**config.mk**
```make
export PLATFORM = sky130hd
export DESIGN_NAME = color_identify_mc
export DESIGN_NICKNAME = d
export VERILOG_FILES = /design/src/rtl/color_id_pkg.sv /design/src/rtl/color_px_match.sv /design/src/rtl/color_identify_mc.sv
export SDC_FILE = /design/constraint.sdc
export NUM_CORES = 1
export LEC_CHECK = 0
export CORE_UTILIZATION = 35
export CTS_CLUSTER_SIZE = 10
export DETAILED_ROUTE_END_ITERATION = 6
export PLACE_DENSITY = 0.65
export SETUP_SLACK_MARGIN = 0.3
export SLEW_MARGIN = 25
export SYNTH_ARGS = -nofsm -noshare
export SYNTH_HDL_FRONTEND = slang
export SYNTH_SLANG_ARGS = --single-unit
```
**constraint.sdc**
```tcl
create_clock -name clk -period 37.3 [get_ports clk]
set_clock_uncertainty 0.05 [all_clocks]
set_input_delay 11.19 -clock clk [delete_from_list [all_inputs] [get_ports clk]]
set_output_delay 11.19 -clock clk [all_outputs]
set_load 0.02 [all_outputs]
```
**src/rtl/color_id_pkg.sv**
```systemverilog
// rtl/color_id_pkg.sv - shared constants, threshold-word layout, FSM states and helpers for color_identify_mc
package color_id_pkg;

  localparam int THR_W      = 32;
  localparam int MAX_COLORS = 8;
  localparam int CONF_W     = 4;

  localparam int R_W = 5;
  localparam int G_W = 6;
  localparam int B_W = 5;

  // Word layout, MSB first: {r_min, r_max, g_min, g_max, b_min, b_max}
  localparam int R_MIN_LSB = 27;
  localparam int R_MAX_LSB = 22;
  localparam int G_MIN_LSB = 16;
  localparam int G_MAX_LSB = 10;
  localparam int B_MIN_LSB = 5;
  localparam int B_MAX_LSB = 0;

  typedef enum logic [1:0] {
    IDLE   = 2'd0,
    ACTIVE = 2'd1,
    LATCH  = 2'd2
  } fsm_state_t;

  function automatic logic [THR_W-1:0] thr_word(input logic [MAX_COLORS*THR_W-1:0] bus,
                                                input int c);
    return bus[c*THR_W +: THR_W];
  endfunction

endpackage

```
**src/rtl/color_px_match.sv**
```systemverilog
// rtl/color_px_match.sv - combinational RGB565 inclusive min/max box test against one threshold word
module color_px_match
  import color_id_pkg::*;
(
  input  logic [15:0]      i_pixel,
  input  logic [THR_W-1:0] i_thr,
  output logic             o_match
);

  logic [R_W-1:0] w_r;
  logic [G_W-1:0] w_g;
  logic [B_W-1:0] w_b;
  logic [R_W-1:0] w_r_min;
  logic [R_W-1:0] w_r_max;
  logic [G_W-1:0] w_g_min;
  logic [G_W-1:0] w_g_max;
  logic [B_W-1:0] w_b_min;
  logic [B_W-1:0] w_b_max;
  logic           w_r_ok;
  logic           w_g_ok;
  logic           w_b_ok;

  assign w_r = i_pixel[15:11];
  assign w_g = i_pixel[10:5];
  assign w_b = i_pixel[4:0];

  assign w_r_min = i_thr[R_MIN_LSB +: R_W];
  assign w_r_max = i_thr[R_MAX_LSB +: R_W];
  assign w_g_min = i_thr[G_MIN_LSB +: G_W];
  assign w_g_max = i_thr[G_MAX_LSB +: G_W];
  assign w_b_min = i_thr[B_MIN_LSB +: B_W];
  assign w_b_max = i_thr[B_MAX_LSB +: B_W];

  // A field with min > max can never satisfy both bounds, so it never matches.
  assign w_r_ok = (w_r >= w_r_min) && (w_r <= w_r_max);
  assign w_g_ok = (w_g >= w_g_min) && (w_g <= w_g_max);
  assign w_b_ok = (w_b >= w_b_min) && (w_b <= w_b_max);

  assign o_match = w_r_ok && w_g_ok && w_b_ok;

endmodule

```
**src/rtl/color_identify_mc.sv**
```systemverilog
// rtl/color_identify_mc.sv - multi-colour RGB565 frame classifier with confirmation filter
// Define COLOR_ID_DOMINANT_EN to build the dominant-colour comparator (dom_idx/dom_valid).
module color_identify_mc
  import color_id_pkg::*;
#(
  parameter int NUM_COLORS     = 4,
  parameter int CNT_W          = 20,
  parameter int CONFIRM_FRAMES = 3
) (
  input  logic                        clk,
  input  logic                        rst,
  input  logic                        per_frame_vsync,
  input  logic                        per_frame_href,
  input  logic                        per_frame_clken,
  input  logic [15:0]                 img_data,
  input  logic [NUM_COLORS*THR_W-1:0] cfg_thr,
  input  logic [CNT_W-1:0]            cfg_min_pix,
  output logic                        post_frame_vsync,
  output logic                        post_frame_href,
  output logic                        post_frame_clken,
  output logic [NUM_COLORS-1:0]       post_pix_hit,
  output logic                        color_valid,
  output logic [NUM_COLORS-1:0]       color_hit,
  output logic [NUM_COLORS-1:0]       color_conf,
  output logic                        img_en,
  output logic [2:0]                  dom_idx,
  output logic                        dom_valid
);

  localparam logic [CNT_W-1:0]  CNT_MAX  = '1;
  localparam logic [CONF_W-1:0] CONF_TOP = CONF_W'(CONFIRM_FRAMES);

  fsm_state_t                  r_state;
  logic                        r_vsync_d;
  logic [NUM_COLORS*THR_W-1:0] r_shadow_thr;
  logic [CNT_W-1:0]            r_shadow_min;
  logic [CNT_W-1:0]            r_snap_min;
  logic [CNT_W-1:0]            r_cnt      [NUM_COLORS];
  logic [CNT_W-1:0]            r_snap     [NUM_COLORS];
  logic [CONF_W-1:0]           r_conf_cnt [NUM_COLORS];

  logic [MAX_COLORS*THR_W-1:0] w_thr_ext;
  logic [NUM_COLORS-1:0]       w_match;
  logic                        w_boundary;
  logic [CNT_W-1:0]            w_cnt_inc   [NUM_COLORS];
  logic [CNT_W-1:0]            w_cnt_first [NUM_COLORS];
  logic [CONF_W-1:0]           w_conf_next [NUM_COLORS];
  logic [NUM_COLORS-1:0]       w_hit_next;
  logic [NUM_COLORS-1:0]       w_conf_flag;

  always_comb begin
    w_thr_ext = '0;
    w_thr_ext[NUM_COLORS*THR_W-1:0] = r_shadow_thr;
  end

  // Matching uses the shadow thresholds, so mid-frame cfg_thr writes wait for the next boundary.
  for (genvar c = 0; c < NUM_COLORS; c++) begin : g_match
    logic [THR_W-1:0] w_thr;
    assign w_thr = thr_word(w_thr_ext, c);
    color_px_match u_match (
      .i_pixel (img_data),
      .i_thr   (w_thr),
      .o_match (w_match[c])
    );
  end

  always_ff @(posedge clk or posedge rst) begin
    if (rst) begin
      post_frame_vsync <= 1'b0;
      post_frame_href  <= 1'b0;
      post_frame_clken <= 1'b0;
      post_pix_hit     <= '0;
      r_vsync_d        <= 1'b0;
    end else begin
      post_frame_vsync <= per_frame_vsync;
      post_frame_href  <= per_frame_href;
      post_frame_clken <= per_frame_clken;
      post_pix_hit     <= w_match & {NUM_COLORS{per_frame_href & per_frame_clken}};
      r_vsync_d        <= post_frame_vsync;
    end
  end

  assign w_boundary = post_frame_vsync & ~r_vsync_d;

  always_comb begin
    for (int c = 0; c < NUM_COLORS; c++) begin
      w_cnt_first[c] = CNT_W'(post_pix_hit[c]);
      w_cnt_inc[c]   = (r_cnt[c] == CNT_MAX) ? r_cnt[c] : r_cnt[c] + CNT_W'(post_pix_hit[c]);
      w_hit_next[c]  = (r_snap[c] >= r_snap_min);
    end
  end

  always_comb begin
    for (int c = 0; c < NUM_COLORS; c++) begin
      if (!w_hit_next[c]) begin
        w_conf_next[c] = '0;
      end else if (r_conf_cnt[c] == CONF_TOP) begin
        w_conf_next[c] = r_conf_cnt[c];
      end else begin
        w_conf_next[c] = r_conf_cnt[c] + 1'b1;
      end
      w_conf_flag[c] = (w_conf_next[c] == CONF_TOP);
    end
  end

  // The pixel reported on the boundary cycle opens the new frame, hence counters reload rather than clear.
  always_ff @(posedge clk or posedge rst) begin
    if (rst) begin
      r_state      <= IDLE;
      r_shadow_thr <= '0;
      r_shadow_min <= '0;
      r_snap_min   <= '0;
      color_valid  <= 1'b0;
      color_hit    <= '0;
      color_conf   <= '0;
      img_en       <= 1'b0;
      for (int c = 0; c < NUM_COLORS; c++) begin
        r_cnt[c]      <= '0;
        r_snap[c]     <= '0;
        r_conf_cnt[c] <= '0;
      end
    end else begin
      color_valid <= 1'b0;
      case (r_state)
        IDLE: begin
          if (w_boundary) begin
            r_state      <= ACTIVE;
            r_shadow_thr <= cfg_thr;
            r_shadow_min <= cfg_min_pix;
            for (int c = 0; c < NUM_COLORS; c++) begin
              r_cnt[c] <= w_cnt_first[c];
            end
          end
        end
        ACTIVE: begin
          if (w_boundary) begin
            r_state      <= LATCH;
            r_snap_min   <= r_shadow_min;
            r_shadow_thr <= cfg_thr;
            r_shadow_min <= cfg_min_pix;
            for (int c = 0; c < NUM_COLORS; c++) begin
              r_snap[c] <= r_cnt[c];
              r_cnt[c]  <= w_cnt_first[c];
            end
          end else begin
            for (int c = 0; c < NUM_COLORS; c++) begin
              r_cnt[c] <= w_cnt_inc[c];
            end
          end
        end
        LATCH: begin
          r_state     <= ACTIVE;
          color_valid <= 1'b1;
          color_hit   <= w_hit_next;
          color_conf  <= w_conf_flag;
          img_en      <= |w_conf_flag;
          for (int c = 0; c < NUM_COLORS; c++) begin
            r_cnt[c]      <= w_cnt_inc[c];
            r_conf_cnt[c] <= w_conf_next[c];
          end
        end
        default: r_state <= IDLE;
      endcase
    end
  end

`ifdef COLOR_ID_DOMINANT_EN
  logic [2:0]       w_dom_idx;
  logic [CNT_W-1:0] w_dom_cnt;

  // Strict greater-than keeps the lowest index on ties.
  always_comb begin
    w_dom_idx = '0;
    w_dom_cnt = r_snap[0];
    for (int c = 1; c < NUM_COLORS; c++) begin
      if (r_snap[c] > w_dom_cnt) begin
        w_dom_cnt = r_snap[c];
        w_dom_idx = 3'(c);
      end
    end
  end

  always_ff @(posedge clk or posedge rst) begin
    if (rst) begin
      dom_idx   <= '0;
      dom_valid <= 1'b0;
    end else if (r_state == LATCH) begin
      dom_idx   <= w_dom_idx;
      dom_valid <= (w_dom_cnt != '0);
    end
  end
`else
  assign dom_idx   = '0;
  assign dom_valid = 1'b0;
`endif

endmodule

```
==> results of run 1 <==
## synth_stat cells (all sizes together), types with 2 or more instances
| cell type | number |
|---|---|
| dfrtp | 364 |
| ha | 224 |
| nand2 | 197 |
| o21ai | 187 |
| inv | 147 |
| mux2 | 142 |
| nor2 | 106 |
| a21oi | 92 |
| clkbuf | 56 |
| nand2b | 41 |
| nand3 | 39 |
| nand4 | 35 |
| nor2b | 31 |
| nor3 | 28 |
| xnor2 | 22 |
| a21o | 20 |
| nor4 | 17 |
| xor2 | 17 |
| and4 | 16 |
| or3 | 16 |
| a31oi | 15 |
| and3 | 12 |
| buf | 11 |
| o31ai | 11 |
| o21a | 10 |
| mux2i | 6 |
| o221ai | 6 |
| a211oi | 5 |
| a211o | 4 |
| a22o | 4 |
| a311oi | 4 |
| a41oi | 4 |
| a221oi | 3 |
| nor4b | 3 |
| o22ai | 3 |
| a32o | 2 |
| nand4b | 2 |
| nor4bb | 2 |
| or2 | 2 |
| or4 | 2 |
## power by group
part	switching (mW)	leakage, nW	internal, mW	total (mW)
clock	0.163	0.580	0.214	0.377
sequential	0.0403	4.75	0.492	0.532
combinational	0.301	5.55	0.200	0.501
## flip-flops by register name (all words and copies together), names as in the netlist, 2 cells and up
name / cells
r_snap: 80
r_state: 2
r_conf_cnt: 16
r_snap_min: 20
r_shadow_thr: 128
r_cnt: 80
color_conf: 4
post_pix_hit: 4
r_shadow_min: 20
color_hit: 4
## cells by family (layout without fill, tap and decap cells)
| kind of cell | Yosys count | in the layout | share of synthesized area |
|---|---|---|---|
| buffers and inverters | 214 | 401 | 0.04191 |
| DFF | 364 | 364 | 0.4615 |
| other | 1 | 8 | 0.0001900 |
| adders and majority gates | 224 | 224 | 0.1420 |
| muxes | 148 | 148 | 0.08407 |
| AOI/OAI and AO/OA | 384 | 384 | 0.1132 |
| and+or+nand+nor | 553 | 553 | 0.1398 |
| xor gates and xnor gates | 39 | 39 | 0.01731 |
## stage by stage
step | setup slack [ns] | instances | cell area [um2] | util
after floorplan | 15.96 | 1930 | 19750 | -
after global placement | 22.85 | 2805 | 22370 | 0.4037
after detailed placement | 22.81 | 2806 | 22370 | 0.4037
after CTS | 23.40 | 2865 | 23570 | 0.4253
after global routing | 23.60 | 2865 | 23580 | 0.4256
final | 24.01 | 2869 | 23590 | 0.4258
## per-layer routing
metal  share of wire  track usage  up-vias
li1                -            -     7111
met1            0.44       0.2241     7220
met2            0.47       0.2972      398
met3           0.066      0.04160       86
met4           0.024      0.05789       14
met5          0.0018            0        -
## worst max-delay path: stages
cell and delay, ns:
clkdlybuf4s50_1 0.50, clkinv_8 0.52, buf_6 0.65, buf_4 0.76
## cell type report
cell class	count	area share
Antenna cell	4	0.0004242
Clock buffer	54	0.04868
Clock inverter	5	0.001962
Inverter	147	0.02392
Multi-Input combinational cell	1352	0.4169
Sequential cell	364	0.3861
Tap cell	748	0.03967
Timing Repair Buffer	195	0.08241
## worst paths after layout
| kind | from | to | slack, ns |
|---|---|---|---|
| max in group clk | img_data[1] | post_pix_hit[3] | 24.12 |
| max | rst | r_shadow_thr[55] | 24.01 |
| min in group asynchronous | rst | r_shadow_min[4] | 11.11 |
| min reg2reg | post_frame_vsync | r_vsync_d | 0.39 |
| min | post_frame_vsync | r_vsync_d | 0.39 |
| max reg2reg | r_state[0] | r_cnt[62] | 34.38 |
==> impl_metrics.ini, run 1 <==
[status]
status = finished clean

[final_layout]
multiInputGateArea_um2 = 9836
register_area_um2 = 9109
final_net_count = 2497
area_growth_pct = 19.55
num-fill-cells = 5263
final_common_cell = dfrtp_1
final_layout_size_suffix_gt1_frac = 0.1039
final_cell_mix = 364 x dfrtp_1, 223 x ha_1, 196 x nand2_1

[logic_synthesis]
synthTopCellsByArea = dfrtp_1 46%, ha_1 14%, mux2_2 8.1%, o21ai_0 4.7%, nand2_1 3.7%
ys_async_sr_fraction = 1.000
ys_seq_elements = 364
yosysTopAreaCell = dfrtp_1
syn_area_um2 = 19740
ys_types = 70
synth_seq_area_share = 0.4615
synth_flop_cell = dfrtp_1
yosysTopAreaCellShare = 0.4615
syn_inst = 1927
synth_edf_count = 0
synth_warnings = 0
syn_avg_cell_area_um2 = 10.24

[die]
io_pins = 190
rows = 86
die_w_um = 239.5
chipHeight_um = 239.5
fp.dieArea_um2 = 57340
start_util = 0.3561
coreArea_um2 = 55420

[timing]
finalCriticalPeriod_ns = 13.29
tns_ns = 0
hold_ws_ns = 0.3944
hold_viol_final = 0
rsz0062_at_grt = no
fmax_mhz = 75.22
final_max_slew_viol_count = 0
slew-limit-headroom = 0.3242
fin_crit_sh = 0.3564
worst_pin_slew_ns = 1.014
setup_violations = 0

[clocking]
clock_latency_ns = 0.57
tritoncts = built
clkSinkCount = 364
cts_buffers = 44
root_buffer = clkbuf_16
ctsHoldBuffers = 0
cts_buffer_depth = 3
cts-resized-gates = 0
cts_max_level = 2
post_cts_buffers = 0
clkTransAtPathRegs_ns = 0.06

[global_route]
antenna_found_initial = 11
grt_max_degree = 235
grtUsageTotal = 0.1773
grt_pass1_vias = 15096
grt_pass1_wl_um = 80130
grt_overflow_total = 0

[setup_path]
r2r_cells = 7
critical_path_arrival_ns = 13.82
path_class = input port to async pin
end_kind = async pin
worst-path-max-fanout = 148
start_kind = input port
worstPathRequired_ns = 37.83

[detailed_routing]
firstDrtPassIters = 5
vias_per_cell = 5.169
drc = 0
antenna_left = 0
drtIter0Drc = 937
wl_um = 49980
vias = 14829
wire_per_inst_um = 17.42

[placed_design]
place.detailed.hpwl_um = 35370
io_buffers = 185
place_congestion = 0.8414

[power_and_ir_drop]
p_per_area_nw_per_um2 = 59.76
power_mw = 1.410
peakVddDrop_mv = 0.03293
p_leak_nw = 10.88

[worst_hold_path]
hold_path_class = flop to flop
min_path_cells = 0

[run]
cap_viol_max_count = 0
Note: power is estimated with default switching activity, not from simulation.
==> run 2, diff against run 1 <==
==> constraint.sdc (replaced) <==
create_clock -name clk -period 12.6 [get_ports clk]
set_clock_uncertainty 0.05 [all_clocks]
set_input_delay 3.78 -clock clk [delete_from_list [all_inputs] [get_ports clk]]
set_output_delay 3.78 -clock clk [all_outputs]
set_load 0.02 [all_outputs]
==> impl_metrics.ini, run 2 (synthesis results as in run 1) <==
[status]
status = finished clean

[clocking]
clkTransAtPathRegs_ns = 0.06
clock_latency_ns = 0.57
cts_buffer_depth = 3
tritoncts = built
root_buffer = clkbuf_16
clkSinkCount = 364
cts-resized-gates = 0
post_cts_buffers = 0
cts_buffers = 44
ctsHoldBuffers = 0
cts_max_level = 2

[setup_path]
path_class = input port to flop
end_kind = flop
worstPathRequired_ns = 13.02
path_buf_inv = 1
worst-path-max-fanout = 8
critical_path_arrival_ns = 6.22
crit_family = simple AND/OR/NAND/NOR gates
crit_path_cell_trace = clkdlybuf4s50_1, ha_1, nor2b_1, o21a_1, o21ai_0, a21oi_1, nor3_1, nor4bb_1
start_kind = input port
r2r_cells = 8
critPathMaxStageDelay_ns = 0.74
slowest_stage = clkdlybuf4s50_1
cp.depth = 8

[detailed_routing]
drc = 0
drtIter0Drc = 905
wl_um = 50280
wire_per_inst_um = 17.51
antenna_left = 0
vias_per_cell = 5.201
vias = 14936
firstDrtPassIters = 5

[timing]
fin_crit_sh = 0.4600
finalCriticalPeriod_ns = 5.796
tns_ns = 0
setup_violations = 0
fmax_mhz = 172.5
rsz0062_at_grt = no
hold_viol_final = 0
final_max_slew_viol_count = 0
slew-limit-headroom = 0.3828
worst_pin_slew_ns = 0.9258

[global_route]
grt_max_degree = 160
grt_pass1_wl_um = 81380
grt_overflow_total = 0
grtUsageTotal = 0.1798
antenna_found_initial = 10
grt_pass1_vias = 15238

[final_layout]
design_area_um2 = 23660
final_cell_mix = 364 x dfrtp_1, 223 x ha_1, 196 x nand2_1
num-fill-cells = 5305
utilization = 0.4270
area_growth_pct = 19.89
regMostFlops = r_shadow_thr
reg_top3 = r_shadow_thr: 128 flops, r_cnt: 80 flops, r_snap: 80 flops
final_common_cell = dfrtp_1
largest_reg_flops = 128
final_layout_size_suffix_gt1_frac = 0.1074
final_net_count = 2501

[worst_hold_path]
min_path_cells = 0
hold_path_class = flop to flop

[die]
start_util = 0.3561
coreArea_um2 = 55420
die_w_um = 239.5
chipHeight_um = 239.5
io_pins = 190
fp.dieArea_um2 = 57340
rows = 86

[power_and_ir_drop]
p_leak_nw = 10.93
peakVddDrop_mv = 0.1100
power_mw = 4.237
p_per_area_nw_per_um2 = 179.1

[placed_design]
io_buffers = 185
place.detailed.hpwl_um = 35790
place_congestion = 0.8643
place_area_um2 = 22400

[run]
cap_viol_max_count = 0
==> run 2: metal layers <==
metal / wire length, um / track usage / vias up
met5: 123 / 0 / -
met4: 1368 / 0.05614 / 20
met3: 3092 / 0.04195 / 102
met2: 23560 / 0.2992 / 413
met1: 22130 / 0.2302 / 7271
li1: - / - / 7130
==> run 2: stage by stage <==
stage | hold WS [ns] | cells | setup WS (ns)
final | 0.4000 | 2872 | 6.804
after floorplan | 0.4038 | 1930 | 3.888
after CTS | 0.4224 | 2870 | 6.815
after global placement | 0.4016 | 2809 | 6.237
after detailed placement | 0.4043 | 2809 | 6.216
after global routing | 0.4360 | 2871 | 6.708
==> run 2: final cells by class <==
cell class / instances / area [um2] / share of cell area
inverters: 147 / 555.5 / 0.02348
flip-flops and latches: 364 / 9109 / 0.3850
clock buffers: 57 / 1221 / 0.05161
multi-input cells: 1352 / 9836 / 0.4157
diodes: 1 / 2.502 / 0.0001058
well taps: 748 / 935.9 / 0.03955
repair buffers: 199 / 1971 / 0.08329
clock inverters: 4 / 31.28 / 0.001322
==> run 2: path summary, 6_finish.rpt <==
kind	start	to	slack [ns]
min	post_frame_vsync	r_vsync_d	0.40
min reg2reg	post_frame_vsync	r_vsync_d	0.40
max	img_data[1]	post_pix_hit[3]	6.80
max reg2reg	r_state[1]	r_shadow_thr[106]	8.63
min in group asynchronous	rst	r_snap[28]	3.76
max in group asynchronous	rst	r_snap[46]	7.31
==> run 2: power by group <==
part / switching, mW / leakage, nW / internal [mW]
clock network: 0.480 / 0.616 / 0.669
logic: 0.915 / 5.56 / 0.594
registers: 0.123 / 4.75 / 1.46
total: 1.52 / 10.9 / 2.72
==> edit: new RTL, settings of run 2 <==
Add an input register stage for `cfg_min_pix`; this delays it by one clock. The other inputs are not delayed to match.
--- a/src/rtl/color_identify_mc.sv
+++ b/src/rtl/color_identify_mc.sv
@@ -30,6 +30,12 @@
   localparam logic [CNT_W-1:0]  CNT_MAX  = '1;
   localparam logic [CONF_W-1:0] CONF_TOP = CONF_W'(CONFIRM_FRAMES);
 
+  logic [CNT_W-1:0] cfg_min_pix_q;
+
+  always_ff @(posedge clk) begin
+    cfg_min_pix_q <= cfg_min_pix;
+  end
+
   fsm_state_t                  r_state;
   logic                        r_vsync_d;
   logic [NUM_COLORS*THR_W-1:0] r_shadow_thr;
@@ -126,7 +132,7 @@
           if (w_boundary) begin
             r_state      <= ACTIVE;
             r_shadow_thr <= cfg_thr;
-            r_shadow_min <= cfg_min_pix;
+            r_shadow_min <= cfg_min_pix_q;
             for (int c = 0; c < NUM_COLORS; c++) begin
               r_cnt[c] <= w_cnt_first[c];
             end
@@ -137,7 +143,7 @@
             r_state      <= LATCH;
             r_snap_min   <= r_shadow_min;
             r_shadow_thr <= cfg_thr;
-            r_shadow_min <= cfg_min_pix;
+            r_shadow_min <= cfg_min_pix_q;
             for (int c = 0; c < NUM_COLORS; c++) begin
               r_snap[c] <= r_cnt[c];
               r_cnt[c]  <= w_cnt_first[c];
Formal check against the unedited RTL: not equivalent (a bounded check fails within 10 cycles, from zero or initial values and one cycle with rst high).
==> edit against run 2 <==
Routed wire length is 1.0% lower. Global-route usage down 0.27 points. Power increased by 2.5%. Design area increased by 1.6%. Sequential cell count grew 20. Synthesized cell count is 0.93% lower. Core utilization down 0.072 points. Setup slack gained 56 ps. Synthesized area up 1.2%. Largest cell class unchanged. Highest routed layer unchanged.
==> edit: results (changes against run 2) <==
CTS
  – CTS Buf Count: 46 (+4.5%)
  – Post_cts resized: 0 (unchanged)

Synthesis
  – Sequential fraction of the synthesis area: 0.4759 (+0.01437)
  – Post-synthesis mux area share: 0.08335 (-0.0007187)
  – Synth Area in XOR/XNOR: 0.01710 (-0.0002124)
  – Most frequent cells after synthesis: 364 x dfrtp_1, 224 x ha_1, 185 x nand2_1, 167 x o21ai_0, 147 x mux2_2
  – Adder-cell share of the synthesized area: 0.1403 (-0.001743)
  – Synth Area in Compound Gates: 0.1144 (+0.001241)
  – Yosys cell types: 66 (-5.7%)
  – Syn Inst Count: 1909 (-0.93%)
  – Synth area leaders: dfrtp_1 46%, ha_1 14%, mux2_2 8.3%

GRT
  – Vias in the first global route: 15480 (+1.6%)
  – Pin count of the biggest net entering global routing: 234 (+46%)
  – Initial antenna violation count: 2 (-8)
  – Gr usage total: 0.1771 (-0.002684)
  – First-pass GRT wire length: 81.10 mm (-0.34%)

Cells and area
  – Final nets: 2485 (-0.64%)
  – Fraction of layout cells with a size suffix above 1: 0.1080 (+0.0006237)
  – Ant. Diodes: 0 (-1)
  – Fillers: 5348 (+0.81%)

Route
  – Vias: 14670 (-1.8%)
  – Drt first-iter violations: 696 (-23%)

Status
  – Status: complete, no violations

Timing
  – Fin Hold WS: 408.0 ps (+8.029 ps)
  – Rel. slew slack: 0.3120 (-0.07083)

Power
  – LEAKAGE: 11.15 nW (+2.1%)
  – Peak supply drop: 0.09922 mV (-9.8%)
  – Power Internal: 2.818 mW (+3.6%)

Critical path
  – Worst Reg-to-Reg Cells: 9 (+1)
  – CP max FO: 8 (unchanged)
  – CP top delay family: compound AO/OA/AOI/OAI gates
  – R2R Path End: r_cnt[22]
  – WP data arrival: 6160 ps (-60 ps)
  – Reg2reg start: r_state[0]

Placement
  – Placed Cells: 2798 (-0.39%)
  – DP HPWL: 36.01 mm (+0.63%)
  – Routability cong.: 0.8330 (-3.6%)
  – Placed inst area: 0.02265 mm^2 (+1.1%)

Worst hold path
  – Worst Hold End: r_shadow_min[0]
  – Hold depth: 1 (+1)
  – Hold Crit Start: cfg_min_pix_q[0]
-- edit: changes by cell type after synthesis, sizes merged, moves of 9 or more --
cell / delta
dfxtp: +20
o21ai: -20
o21a: +14
nor2: -13
nand2: -12
xnor2: -12
xor2: +12
nand2b: -11
a21o: +9
o31ai: -9
-- edit: through the flow --
step	power (mW)	setup WS (ps)
2_1_floorplan	2.659	3888
3_3_place_gp	3.086	6302
3_5_place_dp	3.163	6238
4_1_cts	4.399	6861
5_1_grt	4.687	6744
6_report	4.344	6860
-- edit: kinds of logic (layout without fill, tap and decap cells) --
logic type               count (synthesis)  count (layout)
AO/OA/AOI/OAI                          385             385
XOR/XNOR                                39              39
adder cells (fa/ha/maj)                224             224
buffers and inverters                  203             411
flip-flops                             384             384
multiplexers                           148             148
other                                    1               4
AND/OR/NAND/NOR                        525             525
-- edit: cell type report --
class	count	area [um^2]	share of cell area
clock inverters	6	48.80	0.002030
multi-input cells	1325	9717	0.4043
well taps	756	945.9	0.03935
inverters	140	529.3	0.02202
clock buffers	70	1281	0.05331
flip-flops and latches	384	9509	0.3956
repair buffers	195	2004	0.08339
-- edit: metal layers --
metal  routed length [um]  global-route usage  vias to the layer above
met4                 1449             0.06176                        2
met3                 2874             0.04186                       90
met2                23610              0.2948                      342
met5                   17                   0                        -
li1                     -                   -                     7088
met1                21820              0.2241                     7151
-- edit: power by group through the flow --
stage	sequential (mW)	combinational (mW)	clock (mW)
final	1.65	1.49	1.21
after detailed placement	1.67	1.49	0
after CTS	1.65	1.50	1.25
after global routing	1.68	1.71	1.30
after global placement	1.66	1.42	0
after floorplan	1.63	1.03	0
